[src/rtl/seg_adder_pkg.sv]
// Shared types and helpers for the segmented adder: FSM encoding and counter sizing.
package seg_adder_pkg;

    typedef enum logic [1:0] {
        IDLE = 2'd0,
        RUN  = 2'd1,
        DONE = 2'd2
    } state_t;

    function automatic int clog2(input int v);
        int r;
        r = 0;
        while ((1 << r) < v) begin
            r = r + 1;
        end
        return r;
    endfunction

endpackage

[src/rtl/cond_sum_seg.sv]
// Combinational W-bit conditional-sum adder: lower half ripples with the real carry,
// upper half is precomputed for both carries and picked by the lower-half carry-out.
module cond_sum_seg #(
    parameter int W = 8
) (
    input  logic [W-1:0] a,
    input  logic [W-1:0] b,
    input  logic         ci,
    output logic [W-1:0] sum,
    output logic         co
);

    if (W == 1) begin : g_bit
        assign {co, sum} = {1'b0, a} + {1'b0, b} + {1'b0, ci};
    end else begin : g_split
        localparam int LO = W / 2;
        localparam int HI = W - LO;

        logic [LO:0] lo_r;
        logic [HI:0] hi_c0;
        logic [HI:0] hi_c1;

        assign lo_r  = {1'b0, a[LO-1:0]} + {1'b0, b[LO-1:0]} + {{LO{1'b0}}, ci};
        assign hi_c0 = {1'b0, a[W-1:LO]} + {1'b0, b[W-1:LO]};
        assign hi_c1 = {1'b0, a[W-1:LO]} + {1'b0, b[W-1:LO]} + {{HI{1'b0}}, 1'b1};

        assign {co, sum} = lo_r[LO] ? {hi_c1, lo_r[LO-1:0]} : {hi_c0, lo_r[LO-1:0]};
    end

endmodule

[src/rtl/seg_adder.sv]
// Multi-cycle N-bit add/sub, one W-bit segment per clock; SEG_ADDER_OVF_EN enables ovf.
// Latency: out_valid visible NSEG+1 edges after accept (counting the accept edge).
// Backpressure: result held in DONE until out_ready; in_ready only in IDLE, no overlap.
module seg_adder
    import seg_adder_pkg::*;
#(
    parameter int N = 32,
    parameter int W = 8
) (
    input  logic         clk,
    input  logic         rst_n,
    input  logic         in_valid,
    output logic         in_ready,
    input  logic [N-1:0] a,
    input  logic [N-1:0] b,
    input  logic         ci,
    input  logic         sub,
    output logic         out_valid,
    input  logic         out_ready,
    output logic [N-1:0] sum,
    output logic         co,
    output logic         ovf
);

    if (W < 1 || (N % ((W < 1) ? 1 : W)) != 0) begin : g_bad_params
        $error("seg_adder: N must be a positive multiple of W (W >= 1)");
    end

    localparam int NSEG = N / ((W < 1) ? 1 : W);
    localparam int CW   = (NSEG > 1) ? clog2(NSEG) : 1;

    state_t         state_q, state_d;
    logic [N-1:0]   a_q, a_d;
    logic [N-1:0]   b_q, b_d;
    logic [N-1:0]   sum_q, sum_d;
    logic           carry_q, carry_d;
    logic           co_q, co_d;
    logic [CW-1:0]  cnt_q, cnt_d;

    int unsigned    seg_lsb;
    logic [W-1:0]   seg_a;
    logic [W-1:0]   seg_b;
    logic [W-1:0]   seg_sum;
    logic           seg_co;
    logic           last_seg;

    assign seg_lsb  = 32'(cnt_q) * W;
    assign seg_a    = a_q[seg_lsb +: W];
    assign seg_b    = b_q[seg_lsb +: W];
    assign last_seg = (cnt_q == CW'(NSEG - 1));

    cond_sum_seg #(.W(W)) u_seg (
        .a   (seg_a),
        .b   (seg_b),
        .ci  (carry_q),
        .sum (seg_sum),
        .co  (seg_co)
    );

`ifdef SEG_ADDER_OVF_EN
    logic ovf_q, ovf_d;
    logic msb_cin;

    // Carry into the MSB recovered from the MSB's own sum bit.
    assign msb_cin = seg_a[W-1] ^ seg_b[W-1] ^ seg_sum[W-1];
    assign ovf     = ovf_q;
`else
    assign ovf     = 1'b0;
`endif

    assign in_ready  = (state_q == IDLE);
    assign out_valid = (state_q == DONE);
    assign sum       = sum_q;
    assign co        = co_q;

    always_comb begin
        state_d = state_q;
        a_d     = a_q;
        b_d     = b_q;
        sum_d   = sum_q;
        carry_d = carry_q;
        co_d    = co_q;
        cnt_d   = cnt_q;
`ifdef SEG_ADDER_OVF_EN
        ovf_d   = ovf_q;
`endif
        case (state_q)
            IDLE: begin
                if (in_valid) begin
                    a_d     = a;
                    b_d     = sub ? ~b : b;
                    carry_d = sub | ci;
                    cnt_d   = '0;
                    state_d = RUN;
                end
            end
            RUN: begin
                // Consumed segments of A are reused as the partial-result store so the
                // visible sum only moves on the final edge.
                a_d[seg_lsb +: W] = seg_sum;
                carry_d           = seg_co;
                cnt_d             = cnt_q + CW'(1);
                if (last_seg) begin
                    sum_d   = a_d;
                    co_d    = seg_co;
`ifdef SEG_ADDER_OVF_EN
                    ovf_d   = msb_cin ^ seg_co;
`endif
                    state_d = DONE;
                end
            end
            DONE: begin
                if (out_ready) begin
                    state_d = IDLE;
                end
            end
            default: state_d = IDLE;
        endcase
    end

    always_ff @(posedge clk or negedge rst_n) begin
        if (!rst_n) begin
            state_q <= IDLE;
            a_q     <= '0;
            b_q     <= '0;
            sum_q   <= '0;
            carry_q <= 1'b0;
            co_q    <= 1'b0;
            cnt_q   <= '0;
        end else begin
            state_q <= state_d;
            a_q     <= a_d;
            b_q     <= b_d;
            sum_q   <= sum_d;
            carry_q <= carry_d;
            co_q    <= co_d;
            cnt_q   <= cnt_d;
        end
    end

`ifdef SEG_ADDER_OVF_EN
    always_ff @(posedge clk or negedge rst_n) begin
        if (!rst_n) begin
            ovf_q <= 1'b0;
        end else begin
            ovf_q <= ovf_d;
        end
    end
`endif

endmodule
[config.mk]
export PLATFORM = sky130hd
export DESIGN_NAME = seg_adder
export DESIGN_NICKNAME = d
export VERILOG_FILES = /design/src/rtl/seg_adder_pkg.sv /design/src/rtl/cond_sum_seg.sv /design/src/rtl/seg_adder.sv
export SDC_FILE = /design/constraint.sdc
export NUM_CORES = 1
export LEC_CHECK = 0
export BUFFER_PORTS_ARGS = -buffer_cell sky130_fd_sc_hd__buf_4
export CORE_MARGIN = 1
export CORE_UTILIZATION = 50
export DETAILED_ROUTE_END_ITERATION = 10
export PLACE_DENSITY = 0.73
export SYNTH_ARGS = -nofsm -noshare
export SYNTH_HDL_FRONTEND = slang
export SYNTH_HIERARCHICAL = 1
export SYNTH_SLANG_ARGS = --single-unit
[constraint.sdc]
create_clock -name clk -period 4.86 [get_ports clk]
set_clock_uncertainty 0.15 [all_clocks]
set_input_delay 0.486 -clock clk [delete_from_list [all_inputs] [get_ports clk]]
set_output_delay 0.486 -clock clk [all_outputs]
set_load 0.005 [all_outputs]
== Word-level counts from Yosys, hierarchy flattened ==
Index checks and enable logic that the tools add are counted.

* Register bits: 102

* Mux-type cells: 13
* Shift operators: 4
* Reduce and logical (&&, ||, !) cells: 6
* Bitwise logic cells: 2
* Add/sub/neg operators: 6
* Equal/unequal tests: 6

{| class="wikitable"
|+ Operators with widths
! operator !! number
|-
| $mux W32 || 2
|-
| $pmux W32 S2 || 1
|-
| $shiftx A32 B6 Y8 || 2
|-
| $neg A5 Y34 || 1
|-
| $shift A8 B34 Y32 const A || 1
|-
| $shiftx A8 B34 Y32 || 1
|-
| $bwmux W32 || 1
|-
| $not A32 Y32 || 1
|-
| $add A4 B4 Y5 || 2
|-
| $mux W9 || 1
|-
| $mux W2 || 4
|-
| $pmux W2 S3 || 1
|-
| $reduce_and A2 Y1 || 3
|-
| $add A5 B1 Y5 || 1
|-
| $add A5 B1 Y5 const B || 1
|-
| $eq A2 B2 Y1 const B || 2
|-
| $ne A2 B2 Y1 const B || 2
|-
| $pmux W2 S2 || 1
|-
| $reduce_and A3 Y1 || 1
|-
| $add A2 B1 Y2 const B || 1
|-
| $eq A2 B1 Y1 const B || 1
|-
| $logic_not A2 Y1 || 1
|-
| $ne A2 B1 Y1 const B || 1
|-
| $pmux W1 S2 || 1
|-
| 3 further kinds || 3
|}

== Depth between registers and ports, before layout ==
Gate-level depths: netlist of the first run.

* Depth after elaboration: 7
* Depth in mapped cells: 14

== Modules after synthesis ==
The synthesis of the first run kept the hierarchy.

{| class="wikitable"
|+ By module, submodules not included
! module !! cells an instance !! instances !! area each (um2) !! sequential area each (um2)
|-
| seg_adder || 545 || 1 || 5622.9 || 2552.4
|-
| cond_sum_seg || 51 || 1 || 390.4 || 0.0
|}

== Least setup slack after synthesis of the first run ==
Ideal clock, no wire load.

* Path type: register to register
* Start point: register cnt_q[1]
* End point: register a_q[7]
* Library setup time: 0.126 ns
* Clock period less this slack: 3.421 ns
* Arrival: 3.145 ns
* Cell stages (with the launch flop): 13
* Slack: 1.439 ns
* Data required time: 4.584 ns
* Path through: dfrtp_1 buf_2 buf_1 mux4_2 inv_1 fa_1 fa_1 nand2b_1 a21oi_2 nand4_1 xnor2_1 buf_1 a221o_1

* Word-level cells in the longest chain between the ends: 7

{| class="wikitable"
|+ Ends and longest elaborated chain
! what !! line !! RTL
|-
| start: declaration || seg_adder.sv:38 || <nowiki>logic [CW-1:0] cnt_q, cnt_d;</nowiki>
|-
| start signal: assignment || seg_adder.sv:137 || <nowiki>cnt_q <= cnt_d;</nowiki>
|-
| $shiftx A32 B6 Y8 || seg_adder.sv:48 || <nowiki>assign seg_a = a_q[seg_lsb +: W];</nowiki>
|-
| net seg_a[0] || seg_adder.sv:41 || <nowiki>logic [W-1:0] seg_a;</nowiki>
|-
| $add A4 B4 Y5 || cond_sum_seg.sv:23 || <nowiki>assign lo_r = {1'b0, a[LO-1:0]} + {1'b0, b[LO-1:0]} + {{LO{1'b0}}, ci};</nowiki>
|-
| $add A5 B1 Y5 || cond_sum_seg.sv:23 ||
|-
| $mux W9 || cond_sum_seg.sv:27 || <nowiki>assign {co, sum} = lo_r[LO] ? {hi_c1, lo_r[LO-1:0]} : {hi_c0, lo_r[LO-1:0]};</nowiki>
|-
| net seg_sum[7] || seg_adder.sv:43 || <nowiki>logic [W-1:0] seg_sum;</nowiki>
|-
| $shiftx A8 B34 Y32 || seg_adder.sv:100 || <nowiki>a_d[seg_lsb +: W] = seg_sum;</nowiki>
|-
| $bwmux W32 || seg_adder.sv:100 ||
|-
| $pmux W32 S2 || seg_adder.sv:87 || <nowiki>case (state_q)</nowiki>
|-
| end signal: assignment || seg_adder.sv:124 || <nowiki>a_q <= '0;</nowiki>
|-
| end signal: assignment || seg_adder.sv:132 || <nowiki>a_q <= a_d;</nowiki>
|-
| end: declaration || seg_adder.sv:33 || <nowiki>logic [N-1:0] a_q, a_d;</nowiki>
|}

The timed path passes the listed nets, and every way through them passes these cells.
A chain may end at the register's enable or synchronous reset.

== Worst setup path in the final report of the first run ==
* Start point: register cnt_q[1]
* End point: register sum_q[15], in the netlist sum[15]

* Word-level cells in the longest chain between the ends: 6

{| class="wikitable"
|+ Ends and longest elaborated chain
! what !! line !! RTL
|-
| $shiftx A32 B6 Y8 || seg_adder.sv:48 ||
|-
| net seg_a[0] || seg_adder.sv:41 ||
|-
| $add A4 B4 Y5 || cond_sum_seg.sv:23 ||
|-
| $add A5 B1 Y5 || cond_sum_seg.sv:23 ||
|-
| $mux W9 || cond_sum_seg.sv:27 ||
|-
| net seg_sum[7] || seg_adder.sv:43 ||
|-
| $shiftx A8 B34 Y32 || seg_adder.sv:100 ||
|-
| $bwmux W32 || seg_adder.sv:100 ||
|-
| end signal: assignment || seg_adder.sv:134 || <nowiki>sum_q <= sum_d;</nowiki>
|-
| end: declaration || seg_adder.sv:35 || <nowiki>logic [N-1:0] sum_q, sum_d;</nowiki>
|}

The timed path passes the listed nets, and every way through them passes these cells.

==> load_flow_metrics.sql, run 1 <==
INSERT INTO impl_metrics (metric_group, metric, value, unit) VALUES
('status', 'outcome', 'finished, violations left', ''),
('status', 'failing_checks', 'design-rule violations', ''),
('place', 'detailedPlace.worstSlack', '849', 'ps'),
('global_route', 'grt_pass1_vias', '4859', ''),
('synthesis', 'synthTopCellsByArea', 'sky130_fd_sc_hd__dfrtp_1, sky130_fd_sc_hd__a21oi_1, sky130_fd_sc_hd__mux4_2', ''),
('floorplanning', 'fp.dieArea', '12500', 'um2'),
('worst_setup_path', 'worst-path-buf-inv', '1', ''),
('clock_tree', 'cts-root-buf', 'sky130_fd_sc_hd__clkbuf_16', ''),
('drt', 'route.antenna.remaining_nets', '0', ''),
('worst_setup_path', 'critical_path_required', '4960', 'ps'),
('place', 'numPortBuffers', '104', ''),
('global_route', 'grt_start_max_net_pins', '68', ''),
('worst_setup_path', 'worst_r2r_path_depth', '10', ''),
('power', 'total_leakage_power', '0.00298', 'uW'),
('global_route', 'antenna_found_initial', '0', ''),
('worst_setup_path', 'total_stage_count_of_the_critical_path', '10', ''),
('place', 'finalWeightedCongestion', '0.879', ''),
('power', 'worst_ir_drop_vdd', '0.647', 'mV'),
('cells_and_area', 'layout_common_cells', 'sky130_fd_sc_hd__buf_4, sky130_fd_sc_hd__dfrtp_1, sky130_fd_sc_hd__a21oi_1, sky130_fd_sc_hd__nor2_1, sky130_fd_sc_hd__xnor2_1', ''),
('floorplanning', 'floorplan_die_width', '112', 'um'),
('global_route', 'grt_pass1_wl', '26.0', 'mm'),
('cells_and_area', 'nNetsFinal', '748', ''),
('power', 'report.power.total', '5880', 'uW'),
('worst_setup_path', 'cp-start-kind', 'flip-flop', ''),
('cells_and_area', 'final_common_cell', 'sky130_fd_sc_hd__buf_4', ''),
('timing', 'hold_viol', '0', ''),
('timing', 'worstMarginPinSlew', '1240', 'ps'),
('timing', 'totalNegativeSetupSlack', '0', 'ps'),
('worst_setup_path', 'crit_path_max_incr_delay', '860', 'ps'),
('floorplanning', 'initial_utilization', '52.0', '%'),
('worst_setup_path', 'critical_path.top_delay_family', 'adder cells', ''),
('drt', 'drt_pre_antenna_iters', '8', ''),
('worst_setup_path', 'r2r_end', 'sum[15]$_DFFE_PN0P_', ''),
('clock_tree', 'h_tree_depth_reported_by_cts', '3', ''),
('clock_tree', 'clock-sinks', '102', ''),
('cells_and_area', 'area_delta_synth_final', '16.4', '%'),
('clock_tree', 'insertion_delay', '340', 'ps'),
('drt', 'routedWlPerCell', '19.8', 'um'),
('synthesis', 'synth-edff-count', '0', ''),
('synthesis', 'yosys_warnings', '6', ''),
('power', 'pwr_density_cell', '840', 'nW/um2'),
('worst_setup_path', 'worst_ep_arrival', '4170', 'ps'),
('synthesis', 'syn-mean-instance-area', '10.1', 'um2'),
('synthesis', 'async_flop_share', '100', '%'),
('worst_setup_path', 'critical_path.cell_chain', 'mux4_2, inv_1, fa_1, fa_1, nand2b_1, a21oi_2, nand4_1, xnor2_1, a32oi_1, a21oi_1', ''),
('clock_tree', 'cts_tree', 'yes', ''),
('timing', 'hold-worst-slack', '4.36', 'ps'),
('cells_and_area', 'fin_util', '60.5', '%'),
('synthesis', 'netlist.area_leader.share', '42.4', '%'),
('clock_tree', 'ctsLongestPathBuffers', '2', ''),
('timing', 'period_share', '83.7', '%'),
('drt', 'postRouteWirelength', '16.0', 'mm'),
('timing', 'finalSetupViolations', '0', ''),
('worst_setup_path', 'crit_path_max_fanout', '21', ''),
('floorplanning', 'die_height', '112', 'um'),
('global_route', 'grt_use_total', '26.8', '%'),
('place', 'hpwl', '11.1', 'mm'),
('clock_tree', 'post_cts_buffers', '0', ''),
('floorplanning', 'num_io_pins', '106', ''),
('synthesis', 'synth_area', '6010', 'um2'),
('drt', 'detail_route.drc_violations', '6', ''),
('worst_setup_path', 'setup.worst_path.class', 'reg2reg', ''),
('clock_tree', 'clock_buffers_created_by_tritoncts', '9', ''),
('worst_setup_path', 'setup.reg_to_reg.worst_slack', '790', 'ps'),
('synthesis', 'synth_seq_area_share', '42.4', '%'),
('timing', 'maxClockFrequency', '246', 'MHz'),
('worst_setup_path', 'critical_path.slowest_cell', 'sky130_fd_sc_hd__dfrtp_1', ''),
('drt', 'route.vias.total', '4937', ''),
('timing', 'relSlewSlack', '16.9', '%'),
('timing', 'timing.final.ws_setup', '793', 'ps'),
('timing', 'rsz0062_at_grt', 'false', '');
==> final cells by class <==
class / count / area [um2]
timing repair buffer: 110 / 826
sequential: 102 / 2550
clock buffer: 9 / 225
inverter: 23 / 86.3
fill: 977 / 4570
multi-input combinational: 415 / 3070
clock inverter: 7 / 55.1
tap: 143 / 179
==> how the worst min path moves through the flow <==
stage | to | slack (ps) | startpoint
after floorplan | a_q[0]$_DFFE_PN0P_ | 40 | rst_n
after global placement | carry_q$_DFFE_PN0P_ | 350 | carry_q$_DFFE_PN0P_
after detailed placement | b_q[31]$_DFFE_PN0P_ | 370 | b_q[31]$_DFFE_PN0P_
after CTS | sum[13]$_DFFE_PN0P_ | 30 | rst_n
after global routing | sum[20]$_DFFE_PN0P_ | 40 | rst_n
final | sum[20]$_DFFE_PN0P_ | 4 | rst_n
==> per-stage QoR <==
stage / cell area, um2 / instances
2_1_floorplan: 6010 / 596
3_3_place_gp: 6720 / 793
3_5_place_dp: 6720 / 793
4_1_cts: 7000 / 809
5_1_grt: 7000 / 809
6_report: 7000 / 809
==> cell families after synthesis <==
| group | Yosys count | synth area share (%) |
|---|---|---|
| AOI/OAI and AO/OA | 178 | 19.7 |
| and+or+nand+nor | 162 | 15.2 |
| DFF | 102 | 42.4 |
| buffers and inverters | 79 | 6.58 |
| xor gates and xnor gates | 39 | 5.68 |
| muxes | 18 | 6.35 |
| adders and majority gates | 17 | 3.91 |
| other | 1 | 0.0624 |
==> flip-flops by register name, summed over array words and instances, names as in the netlist <==
name,flops
a_q,32
b_q,32
carry_q,1
cnt_q,2
co,1
state_q,2
sum,32
==> worst reg2reg max path, cell delays in order (launching register included) <==
cell                       delay, ps
sky130_fd_sc_hd__dfrtp_1         860
sky130_fd_sc_hd__mux4_2          350
sky130_fd_sc_hd__inv_1            70
sky130_fd_sc_hd__fa_1            460
sky130_fd_sc_hd__fa_1            410
sky130_fd_sc_hd__nand2b_1        170
sky130_fd_sc_hd__a21oi_2         260
sky130_fd_sc_hd__nand4_1         150
sky130_fd_sc_hd__xnor2_1         710
sky130_fd_sc_hd__a32oi_1         200
sky130_fd_sc_hd__a21oi_1         200
==> metal layers <==
layer	global-route usage, %	wire length (um)	vias to the layer above
met5	0	0	-
met4	10.0	430	0
met3	4.68	1230	32
li1	-	-	2271
met1	38.8	6880	2413
met2	40.3	7470	221
==> report_power, final <==
part | switching, uW | internal [uW]
Combinational | 2170 | 1380
Clock | 335 | 354
Sequential | 386 | 1260
==> cell usage after synthesis (2+ instances only) <==
cell,number
sky130_fd_sc_hd__a21o_1,5
sky130_fd_sc_hd__a21oi_1,99
sky130_fd_sc_hd__a221o_1,29
sky130_fd_sc_hd__a22oi_1,8
sky130_fd_sc_hd__a32oi_1,24
sky130_fd_sc_hd__and2_4,4
sky130_fd_sc_hd__and3b_1,3
sky130_fd_sc_hd__buf_1,8
sky130_fd_sc_hd__buf_2,27
sky130_fd_sc_hd__buf_4,3
sky130_fd_sc_hd__buf_6,7
sky130_fd_sc_hd__clkbuf_1,10
sky130_fd_sc_hd__clkinv_1,2
sky130_fd_sc_hd__dfrtp_1,102
sky130_fd_sc_hd__fa_1,3
sky130_fd_sc_hd__ha_1,14
sky130_fd_sc_hd__inv_1,20
sky130_fd_sc_hd__mux4_2,16
sky130_fd_sc_hd__nand2_1,3
sky130_fd_sc_hd__nand2b_1,29
sky130_fd_sc_hd__nand3_1,5
sky130_fd_sc_hd__nand3b_1,27
sky130_fd_sc_hd__nor2_1,73
sky130_fd_sc_hd__nor2b_1,6
sky130_fd_sc_hd__nor3b_1,4
sky130_fd_sc_hd__o211ai_1,2
sky130_fd_sc_hd__o21ai_0,4
sky130_fd_sc_hd__xnor2_1,38
(Power assumes the default switching activity.)
==> run 2: changes to the inputs <==
--- a/config.mk
+++ b/config.mk
@@ -9,7 +9,7 @@
 export CORE_MARGIN = 1
 export CORE_UTILIZATION = 50
 export DETAILED_ROUTE_END_ITERATION = 10
-export PLACE_DENSITY = 0.73
+export PLACE_DENSITY = 0.75
 export SYNTH_ARGS = -nofsm -noshare
 export SYNTH_HDL_FRONTEND = slang
 export SYNTH_HIERARCHICAL = 1
==> constraint.sdc (replaced) <==
create_clock -name clk -period 3.7 [get_ports clk]
set_clock_uncertainty 0.15 [all_clocks]
set_input_delay 0.37 -clock clk [delete_from_list [all_inputs] [get_ports clk]]
set_output_delay 0.37 -clock clk [all_outputs]
set_load 0.005 [all_outputs]
==> load_flow_metrics.sql, run 2 (synthesized netlist as in run 1, its figures left out) <==
INSERT INTO impl_metrics (metric_group, metric, value, unit) VALUES
('drt', 'vias_per_cell', '6.14', ''),
('cells_and_area', 'post_layout_nonfiller_instances', '817', ''),
('clock_tree', 'cts.repair.resized', '0', ''),
('power', 'total_leakage_power', '0.00304', 'uW'),
('timing', 'period_share', '92.8', '%'),
('power', 'pwr_density_cell', '1140', 'nW/um2'),
('cells_and_area', 'layout.area.seq', '2550', 'um2'),
('run', 'maxCapViolCount', '0', ''),
('drt', 'route.vias.total', '5017', ''),
('status', 'outcome', 'finished, violations left', ''),
('timing', 'hold_viol', '0', ''),
('floorplanning', 'fp.dieArea', '12500', 'um2'),
('timing', 'finalSetupViolations', '0', ''),
('global_route', 'groute.layer.met2.usage', '39.9', '%'),
('cells_and_area', 'layout_common_cells', 'sky130_fd_sc_hd__buf_4, sky130_fd_sc_hd__dfrtp_1, sky130_fd_sc_hd__a21oi_1, sky130_fd_sc_hd__nor2_1, sky130_fd_sc_hd__xnor2_1', ''),
('power', 'report.power.total', '8100', 'uW'),
('drt', 'route.antenna.remaining_nets', '0', ''),
('worst_setup_path', 'endpoint_kind', 'flip-flop', ''),
('timing', 'period_needed', '3440', 'ps'),
('worst_setup_path', 'crit_path_max_incr_delay', '460', 'ps'),
('place', 'hpwl', '11.3', 'mm'),
('cells_and_area', 'num-fill-cells', '970', ''),
('drt', 'drt_pre_antenna_iters', '7', ''),
('global_route', 'grt_start_max_net_pins', '73', ''),
('floorplanning', 'die_height', '112', 'um'),
('timing', 'worstMarginPinSlew', '929', 'ps'),
('timing', 'maxClockFrequency', '291', 'MHz'),
('worst_setup_path', 'critPathMostFrequentCell', 'sky130_fd_sc_hd__fa_1', ''),
('min_path', 'worst_hold_path_type', 'in2async', ''),
('place', 'finalWeightedCongestion', '0.895', ''),
('worst_setup_path', 'critical_path.cell_chain', 'mux4_2, inv_1, fa_1, fa_1, nand2b_1, a21oi_2, nand4_1, xnor2_2, a32oi_1, a21oi_1', ''),
('timing', 'relSlewSlack', '38.1', '%'),
('floorplanning', 'initial_utilization', '52.0', '%'),
('global_route', 'gr-usage-met1', '38.7', '%'),
('drt', 'iteration_0_drc_markers', '434', ''),
('global_route', 'grt_pass1_wl', '25.8', 'mm'),
('clock_tree', 'cts_tree', 'yes', ''),
('drt', 'detail_route.drc_violations', '6', ''),
('cells_and_area', 'final_antenna_diode_count', '0', ''),
('clock_tree', 'clock-sinks', '102', ''),
('cells_and_area', 'post_route_design_area', '7110', 'um2'),
('clock_tree', 'post_cts_buffers', '0', ''),
('worst_setup_path', 'critical_path_required', '3830', 'ps'),
('clock_tree', 'insertion_delay', '350', 'ps'),
('timing', 'rsz0062_at_grt', 'false', ''),
('place', 'numPortBuffers', '104', ''),
('timing', 'timing.final.ws_setup', '265', 'ps'),
('clock_tree', 'h_tree_depth_reported_by_cts', '3', ''),
('worst_setup_path', 'cp-start-kind', 'flip-flop', ''),
('clock_tree', 'clock_buffers_created_by_tritoncts', '9', ''),
('floorplanning', 'num_io_pins', '106', ''),
('worst_setup_path', 'setup.reg_to_reg.worst_slack', '260', 'ps'),
('worst_setup_path', 'worst_ep_arrival', '3560', 'ps'),
('worst_setup_path', 'setup.worst_path.class', 'reg2reg', ''),
('clock_tree', 'clkSlewWorstSetupHoldPaths', '70', 'ps'),
('cells_and_area', 'area_delta_synth_final', '18.2', '%'),
('cells_and_area', 'final_common_cell', 'sky130_fd_sc_hd__buf_4', ''),
('cells_and_area', 'post_route_cells_drive_above_1_share', '24.8', '%'),
('clock_tree', 'ctsLongestPathBuffers', '2', ''),
('place', 'detailedPlace.worstSlack', '14.2', 'ps'),
('global_route', 'grt_use_total', '26.5', '%'),
('cells_and_area', 'nNetsFinal', '757', ''),
('floorplanning', 'row_count', '39', ''),
('place', 'post_dp_cell_area', '6780', 'um2'),
('cells_and_area', 'multi_input_comb_area', '3090', 'um2'),
('global_route', 'antenna_found_initial', '0', ''),
('place', 'post-place-cells', '802', ''),
('drt', 'postRouteWirelength', '16.1', 'mm'),
('global_route', 'gr-usage-met3', '3.65', '%'),
('global_route', 'grt_pass1_vias', '4883', ''),
('drt', 'routedWlPerCell', '19.7', 'um'),
('worst_setup_path', 'critical_path.slowest_cell', 'sky130_fd_sc_hd__dfrtp_1', ''),
('worst_setup_path', 'crit_path_max_fanout', '8', ''),
('floorplanning', 'floorplan_die_width', '112', 'um'),
('floorplanning', 'design.core.area', '11600', 'um2'),
('status', 'failing_checks', 'design-rule violations', ''),
('global_route', 'remaining_overflow_grt', '0', ''),
('power', 'worst_ir_drop_vdd', '0.747', 'mV'),
('clock_tree', 'holdBufCountCts', '0', ''),
('global_route', 'grt-busiest-layer', 'met2', ''),
('timing', 'totalNegativeSetupSlack', '0', 'ps'),
('timing', 'final_max_slew_viol_count', '0', ''),
('clock_tree', 'cts-root-buf', 'sky130_fd_sc_hd__clkbuf_16', '');
[run 2: cell count changes in the layout (fill, tap and decap cells not counted), sizes merged]
cell and delta:
clkinv -2, inv -3, clkinvlp +2, bufinv +2, buf +9
[run 2: area by class of cell]
cell class | count | share of cell area (%)
multi-input cells | 415 | 43.4
well taps | 143 | 2.52
flip-flops and latches | 102 | 35.9
clock inverters | 6 | 1.23
inverters | 23 | 1.21
clock buffers | 9 | 3.17
repair buffers | 119 | 12.6
[run 2: critical path, delay by kind of cell, from the launching register on]
kind | cells | cell delay [ps]
AO/OA/AOI/OAI | 3 | 620
multiplexers | 1 | 360
XOR/XNOR | 1 | 450
flip-flops | 1 | 460
adder cells (fa/ha/maj) | 2 | 870
AND/OR/NAND/NOR | 2 | 360
buffers and inverters | 1 | 50
[run 2: final timing paths]
check | from | end | depth (start not counted)
worst max-delay path | cnt_q[0]$_DFFE_PN0P_ | sum[23]$_DFFE_PN0P_ | 10
worst min-delay path | rst_n | sum[12]$_DFFE_PN0P_ | 1
worst max register to register | cnt_q[0]$_DFFE_PN0P_ | sum[23]$_DFFE_PN0P_ | 10
worst min register to register | sum[20]$_DFFE_PN0P_ | sum[20]$_DFFE_PN0P_ | 2
max in group asynchronous | rst_n | b_q[29]$_DFFE_PN0P_ | 2
min in group clk | a[22] | a_q[22]$_DFFE_PN0P_ | 3
[run 2: per-layer routing]
layer  up-vias  routed length [um]  share of wire, %
li1       2291                   -                 -
met1      2472                6980                43
met2       225                7550                47
met3        29                1210               7.5
met4         0                 386               2.4
met5         -                   0                 0
[run 2: stage by stage]
stage	util, %	hold slack [ps]
floorplan	-	-75.6
global placement	58.6	356
detailed placement	58.6	365
CTS	61.4	51.8
global route	61.5	103
finish	61.5	4.18
[run 2: power breakdown]
part           internal [uW]  switching (uW)
registers               1650             460
clock network            588             439
logic                   2030            2940
total                   4270            3830
